## src/rtl/rhd_spi_responder.sv

```systemverilog
// rhd_spi_responder
//   Chip-side RHD2164-style SPI responder. Samples SCLK/CS/MOSI in the clk
//   domain, decodes 16-bit commands and returns each result on MISO two
//   frames later through a two-stage result pipeline.
//   Optional build macro: RHD_SAMPLE_COUNTER_EN adds a 16-bit sample counter
//   that is added to every CONVERT result.

module rhd_spi_responder #(
    parameter logic [15:0] STARTING_SEED = 16'd0,
    parameter logic [7:0]  CHIP_ID       = 8'd4,
    parameter logic [7:0]  NUM_AMPS      = 8'h40,
    parameter int          SYNC_STAGES   = 2
) (
    input  logic        clk,
    input  logic        rst,
    input  logic        SCLK,
    input  logic        CS,
    input  logic        MOSI,
    output logic        MISO,
    output logic        frame_done,
    output logic        frame_error,
    output logic [15:0] cmd_out
);

    logic [SYNC_STAGES-1:0] sclk_sync;
    logic [SYNC_STAGES-1:0] cs_sync;
    logic [SYNC_STAGES-1:0] mosi_sync;
    logic        sclk_s;
    logic        cs_s;
    logic        mosi_s;
    logic        sclk_prev;
    logic        cs_prev;
    logic        in_frame;
    logic        sclk_rise;
    logic        sclk_fall;
    logic        cs_fall;
    logic        cs_rise;
    logic        accept;
    logic [4:0]  bit_cnt;
    logic [15:0] rx_shift;
    logic [15:0] tx_shift;
    logic [15:0] res_q1;
    logic [15:0] res_q2;
    logic [15:0] dec_result;
    logic [15:0] conv_offset;
    logic [5:0]  addr_field;
    logic [7:0]  rd_val;
    logic [7:0]  regs [0:17];

    // Bring the SPI pins into the clk domain and keep one delayed copy for edge detection
    always_ff @(posedge clk) begin
        if (rst) begin
            sclk_sync <= '0;
            cs_sync   <= '1;
            mosi_sync <= '0;
            sclk_prev <= 1'b0;
            cs_prev   <= 1'b1;
        end else begin
            sclk_sync <= {sclk_sync[SYNC_STAGES-2:0], SCLK};
            cs_sync   <= {cs_sync[SYNC_STAGES-2:0], CS};
            mosi_sync <= {mosi_sync[SYNC_STAGES-2:0], MOSI};
            sclk_prev <= sclk_s;
            cs_prev   <= cs_s;
        end
    end

    assign sclk_s = sclk_sync[SYNC_STAGES-1];
    assign cs_s   = cs_sync[SYNC_STAGES-1];
    assign mosi_s = mosi_sync[SYNC_STAGES-1];

    // SCLK edges count only while CS was low on both samples, so an edge that
    // coincides with the CS fall is dropped and the CS fall wins.
    assign in_frame  = ~cs_s & ~cs_prev;
    assign sclk_rise = in_frame & sclk_s & ~sclk_prev;
    assign sclk_fall = in_frame & ~sclk_s & sclk_prev;
    assign cs_fall   = cs_prev & ~cs_s;
    assign cs_rise   = ~cs_prev & cs_s;
    assign accept    = cs_rise & (bit_cnt == 5'd16);
    assign addr_field = rx_shift[13:8];

    // Shift command bits in on SCLK rise and result bits out on SCLK fall
    always_ff @(posedge clk) begin
        if (rst) begin
            rx_shift <= '0;
            tx_shift <= '0;
            bit_cnt  <= '0;
            MISO     <= 1'b0;
        end else if (cs_fall) begin
            bit_cnt  <= '0;
            tx_shift <= res_q2;
            MISO     <= res_q2[15];
        end else begin
            if (sclk_rise) begin
                rx_shift <= {rx_shift[14:0], mosi_s};
                if (bit_cnt != 5'd17) begin
                    bit_cnt <= bit_cnt + 5'd1;
                end
            end
            if (sclk_fall) begin
                tx_shift <= {tx_shift[14:0], 1'b0};
                MISO     <= tx_shift[14];
            end
        end
    end

    // On CS rise accept a full frame (advance pipeline) or flag a short/long one
    always_ff @(posedge clk) begin
        if (rst) begin
            cmd_out     <= '0;
            res_q1      <= '0;
            res_q2      <= '0;
            frame_done  <= 1'b0;
            frame_error <= 1'b0;
        end else begin
            frame_done  <= accept;
            frame_error <= cs_rise & ~accept;
            if (accept) begin
                cmd_out <= rx_shift;
                res_q2  <= res_q1;
                res_q1  <= dec_result;
            end
        end
    end

    // Commit WRITE commands to the RW registers when the frame is accepted
    always_ff @(posedge clk) begin
        if (rst) begin
            for (int i = 0; i < 18; i++) begin
                regs[i] <= 8'h00;
            end
        end else if (accept && rx_shift[15:14] == 2'b10 && addr_field <= 6'd17) begin
            regs[addr_field[4:0]] <= rx_shift[7:0];
        end
    end

`ifdef RHD_SAMPLE_COUNTER_EN
    logic [15:0] sample_cnt;

    // Count accepted CONVERTs of channel 0; CLEAR restarts the count
    always_ff @(posedge clk) begin
        if (rst) begin
            sample_cnt <= '0;
        end else if (accept && rx_shift == 16'h6A00) begin
            sample_cnt <= '0;
        end else if (accept && rx_shift[15:8] == 8'h00) begin
            sample_cnt <= sample_cnt + 16'd1;
        end
    end

    assign conv_offset = sample_cnt;
`else
    assign conv_offset = 16'd0;
`endif

    // Register map seen by READ
    always_comb begin
        rd_val = 8'h00;
        if (addr_field <= 6'd17) begin
            rd_val = regs[addr_field[4:0]];
        end else begin
            case (addr_field)
                6'd40:   rd_val = 8'h49;  // I
                6'd41:   rd_val = 8'h4E;  // N
                6'd42:   rd_val = 8'h54;  // T
                6'd43:   rd_val = 8'h41;  // A
                6'd44:   rd_val = 8'h4E;  // N
                6'd60:   rd_val = 8'h01;
                6'd61:   rd_val = 8'h00;
                6'd62:   rd_val = NUM_AMPS;
                6'd63:   rd_val = CHIP_ID;
                default: rd_val = 8'h00;
            endcase
        end
    end

    // Result of the command currently held in rx_shift
    always_comb begin
        dec_result = 16'h0000;
        case (rx_shift[15:14])
            2'b00:   dec_result = STARTING_SEED + {10'd0, addr_field} + conv_offset;
            2'b01:   dec_result = 16'h0000;  // CALIBRATE, CLEAR and unknown
            2'b10:   dec_result = {8'hFF, rx_shift[7:0]};
            default: dec_result = {8'h00, rd_val};
        endcase
    end

endmodule

```

## config.mk

```make
export PLATFORM = sky130hd
export DESIGN_NAME = rhd_spi_responder
export DESIGN_NICKNAME = d
export VERILOG_FILES = /design/src/rtl/rhd_spi_responder.sv
export SDC_FILE = /design/constraint.sdc
export NUM_CORES = 1
export LEC_CHECK = 0
export BUFFER_PORTS_ARGS = -buffer_cell sky130_fd_sc_hd__clkbuf_2
export CORE_MARGIN = 5
export CORE_UTILIZATION = 37
export DETAILED_ROUTE_END_ITERATION = 6
export GPL_ROUTABILITY_DRIVEN = 0
export PLACE_DENSITY = 0.52
export RECOVER_POWER = 25
export SETUP_SLACK_MARGIN = 0.5
export SLEW_MARGIN = 20
export SYNTH_ARGS = -nofsm -noshare
export SYNTH_HDL_FRONTEND = slang
export SYNTH_SLANG_ARGS = --single-unit
```

## constraint.sdc

```tcl
create_clock -name clk -period 2.5 [get_ports clk]
set_input_delay 0.25 -clock clk [delete_from_list [all_inputs] [get_ports clk]]
set_output_delay 0.25 -clock clk [all_outputs]
set_load 0.01 [all_outputs]
```

==> flow_summary.toml <==
[drt]
drt_first_pass_iters = 5
antenna_left = 0
drt_iter0_drc = 715
drc = 0
vias = 9467
routed_wl_um = 38900
via_per_inst = 5.05
wl_per_cell_um = 20.8

[layout]
insertedDiodeCount = 0
area_growth_pct = 31.3
nNetsFinal = 1338
final_layout_size_suffix_gt1_frac = 0.308
design_area_mm2 = 0.0189

[timing]
finalSetupViolCount = 0
finClkSkew_ns = 0.0184
rsz0062_at_grt = "yes"
period_minus_slack_ns = 2.26
tightest_slew_ns = 1.28
hold_viol_final = 0
max_slew_margin = 0.145
fmax_ghz = 0.443
slew_viol_final = 0
fin_crit_sh = 0.902
tns_ns = 0

[worst_setup_path]
path_max_fanout = 8
cp-start-kind = "flop"
worst-path-buf-inv = 3
arrival_ns = 2.48
crit_start = "bit_cnt[1]"
endpoint_kind = "flop"
required_ns = 2.72
worstSetupPathType = "flop to flop"
worstPathCellList = "inv_1, ha_1, and4bb_1, nand3_4, nor3_4, clkbuf_1, buf_12, nand4_1, nand2_4"
r2r_start = "bit_cnt[1]"
slowest_delay_ns = 0.32
crit_family = "simple AND/OR/NAND/NOR gates"
crit_slowest_cell = "dfxtp_1"

[floorplan]
coreArea_mm2 = 0.0386
die_area_mm2 = 0.0429
core.rowCount = 72
io_pins = 24
die_x_um = 207
die_y_um = 207
start_util = 0.373

[power_and_ir_drop]
power.density_mw_per_mm2 = 635
p_leak_nw = 6.55
ir_drop_mv = 0.561

[clocking]
cts_htree_levels = 2
clockBufferDepth = 3
cts.sinks = 342
clkTransAtPathRegs_ns = 0.06
cts_tree = "yes"
clkLatencyLatePin_ns = 0.54
cts_inserted_buffers = 38
root_buffer = "clkbuf_16"

[flow_run]
drv_cap = 0

[place]
place_area_mm2 = 0.0161
port_buffers = 23
dp_hpwl_um = 25900

[logic_synthesis]
synth_area_per_cell_um2 = 13.1
ys_seq_area_frac = 0.654
synth.distinct_cells = 66
yosysMostFrequentCell = "edfxtp_1"
synth_area_leaders = "edfxtp_1, dfxtp_1, mux4_2, nand2_1, nor2_1"
synth_edf_count = 256
synth_top_area_cell = "edfxtp_1"
ys_ff_latch = 342
synth_top_flop_cell = "edfxtp_1"
netlist_area_mm2 = 0.0144
yosys.area.top_type_share = 0.534
synth_commonest_cells = "edfxtp_1, nand2_1, nor2_1"
async_flop_share = 0
synth_warnings = 0
synthCells = 1095

[global_route]
grt_pass1_wl_um = 58500
grt_pass1_vias = 9353
antenna_found_initial = 1
grt_start_max_net_pins = 62
track_usage = 0.177
grt-ovfl-total = 0

[min_path]
hold_class = "input port to flop"
min_from = "rst"

[outcome]
status = "complete, no violations"
-- cell usage in the layout, fill, tap and decap left out, drive strengths merged, types with 12 or more instances in the layout --
cell      count
o21ai        13
edfxtp      256
nor2b        15
buf         129
a21oi        57
nand3        12
mux2i        28
clkinvlp     14
conb        112
and2         45
nor2        111
dfxtp        86
clkbuf       85
mux4         60
nor3         12
nand2       162
a31oi        12
and3         23
-- cell families (layout without fill, tap and decap cells) --
kind of cell,Yosys count,count (layout),synth area share
AND/OR/NAND/NOR,421,421,0.137
buffers and inverters,100,251,0.0293
other,1,112,0.000261
AO/OA/AOI/OAI,132,132,0.0583
XOR/XNOR,6,6,0.00365
multiplexers,90,90,0.115
flip-flops,342,342,0.654
adder cells (fa/ha/maj),3,3,0.00261
-- metal layers --
| metal | up-vias | wire, um | global-route usage |
|---|---|---|---|
| li1 | 4370 | - | - |
| met1 | 4807 | 17400 | 0.251 |
| met2 | 237 | 18400 | 0.278 |
| met3 | 53 | 2030 | 0.0343 |
| met4 | 0 | 1030 | 0.0547 |
| met5 | - | 0 | 0 |
-- registers in the layout (all words and copies together), names as in the netlist, 5 cells and up, named ones only --
signal / count
bit_cnt: 5
cmd_out: 16
regs: 256
res_q1: 9
res_q2: 9
rx_shift: 16
tx_shift: 15
-- stage by stage --
stage | hold WS, ns | std cells | power [mW] | util | setup slack [ns]
5_1_grt | 0.427 | 1875 | 12.4 | 0.490 | 0.0891
4_1_cts | 0.260 | 1853 | 12.1 | 0.469 | 0.273
2_1_floorplan | 0.354 | 1206 | 6.56 | - | 0.360
6_report | 0.413 | 1875 | 12.0 | 0.490 | 0.245
3_3_place_gp | 0.404 | 1752 | 6.67 | 0.418 | 0.144
3_5_place_dp | 0.414 | 1752 | 6.67 | 0.418 | 0.116
-- tightest hold or removal path, delay by kind of cell --
kind            cells  cell delay, ns
buf+inv             2            0.54
compound gates      1            0.12
-- power by group --
group          internal [mW]  switching, mW  leakage [nW]  total (mW)
registers               6.24         0.0571          3.34        6.29
logic                 0.0956          0.179          2.63       0.274
clock network           3.17           2.26         0.579        5.43
-- final cells by class --
class	count	area, um^2
Timing Repair inverter	5	37.5
Fill cell	3465	19700
Clock buffer	53	1060
Inverter	15	82.6
Clock inverter	14	130
Timing Repair Buffer	164	1660
Multi-Input combinational cell	764	5860
Sequential cell	342	9420
Tap cell	518	648
-- final timing paths --
| check | slack, ns | depth (start not counted) | end |
|---|---|---|---|
| setup / recovery | 0.24 | 9 | regs[3][6] |
| hold / removal | 0.41 | 3 | rx_shift[6] |
| setup reg to reg | 0.24 | 9 | regs[3][6] |
| hold reg to reg | 0.42 | 1 | cs_sync[1] |
-- timing repair --
| item | CTS | global route |
|---|---|---|
| endpoints found under the hold margin | 3 | 0 |
| buffers inserted | 23 | 18 |
| gates cloned | 8 | 4 |
| pin swaps | 17 | 60 |
| hold buffers | 3 | 0 |
| setup endpoints to repair | 375 | 415 |
| resized for setup | 93 | 197 |
Note: power is estimated with default switching activity, not from simulation.
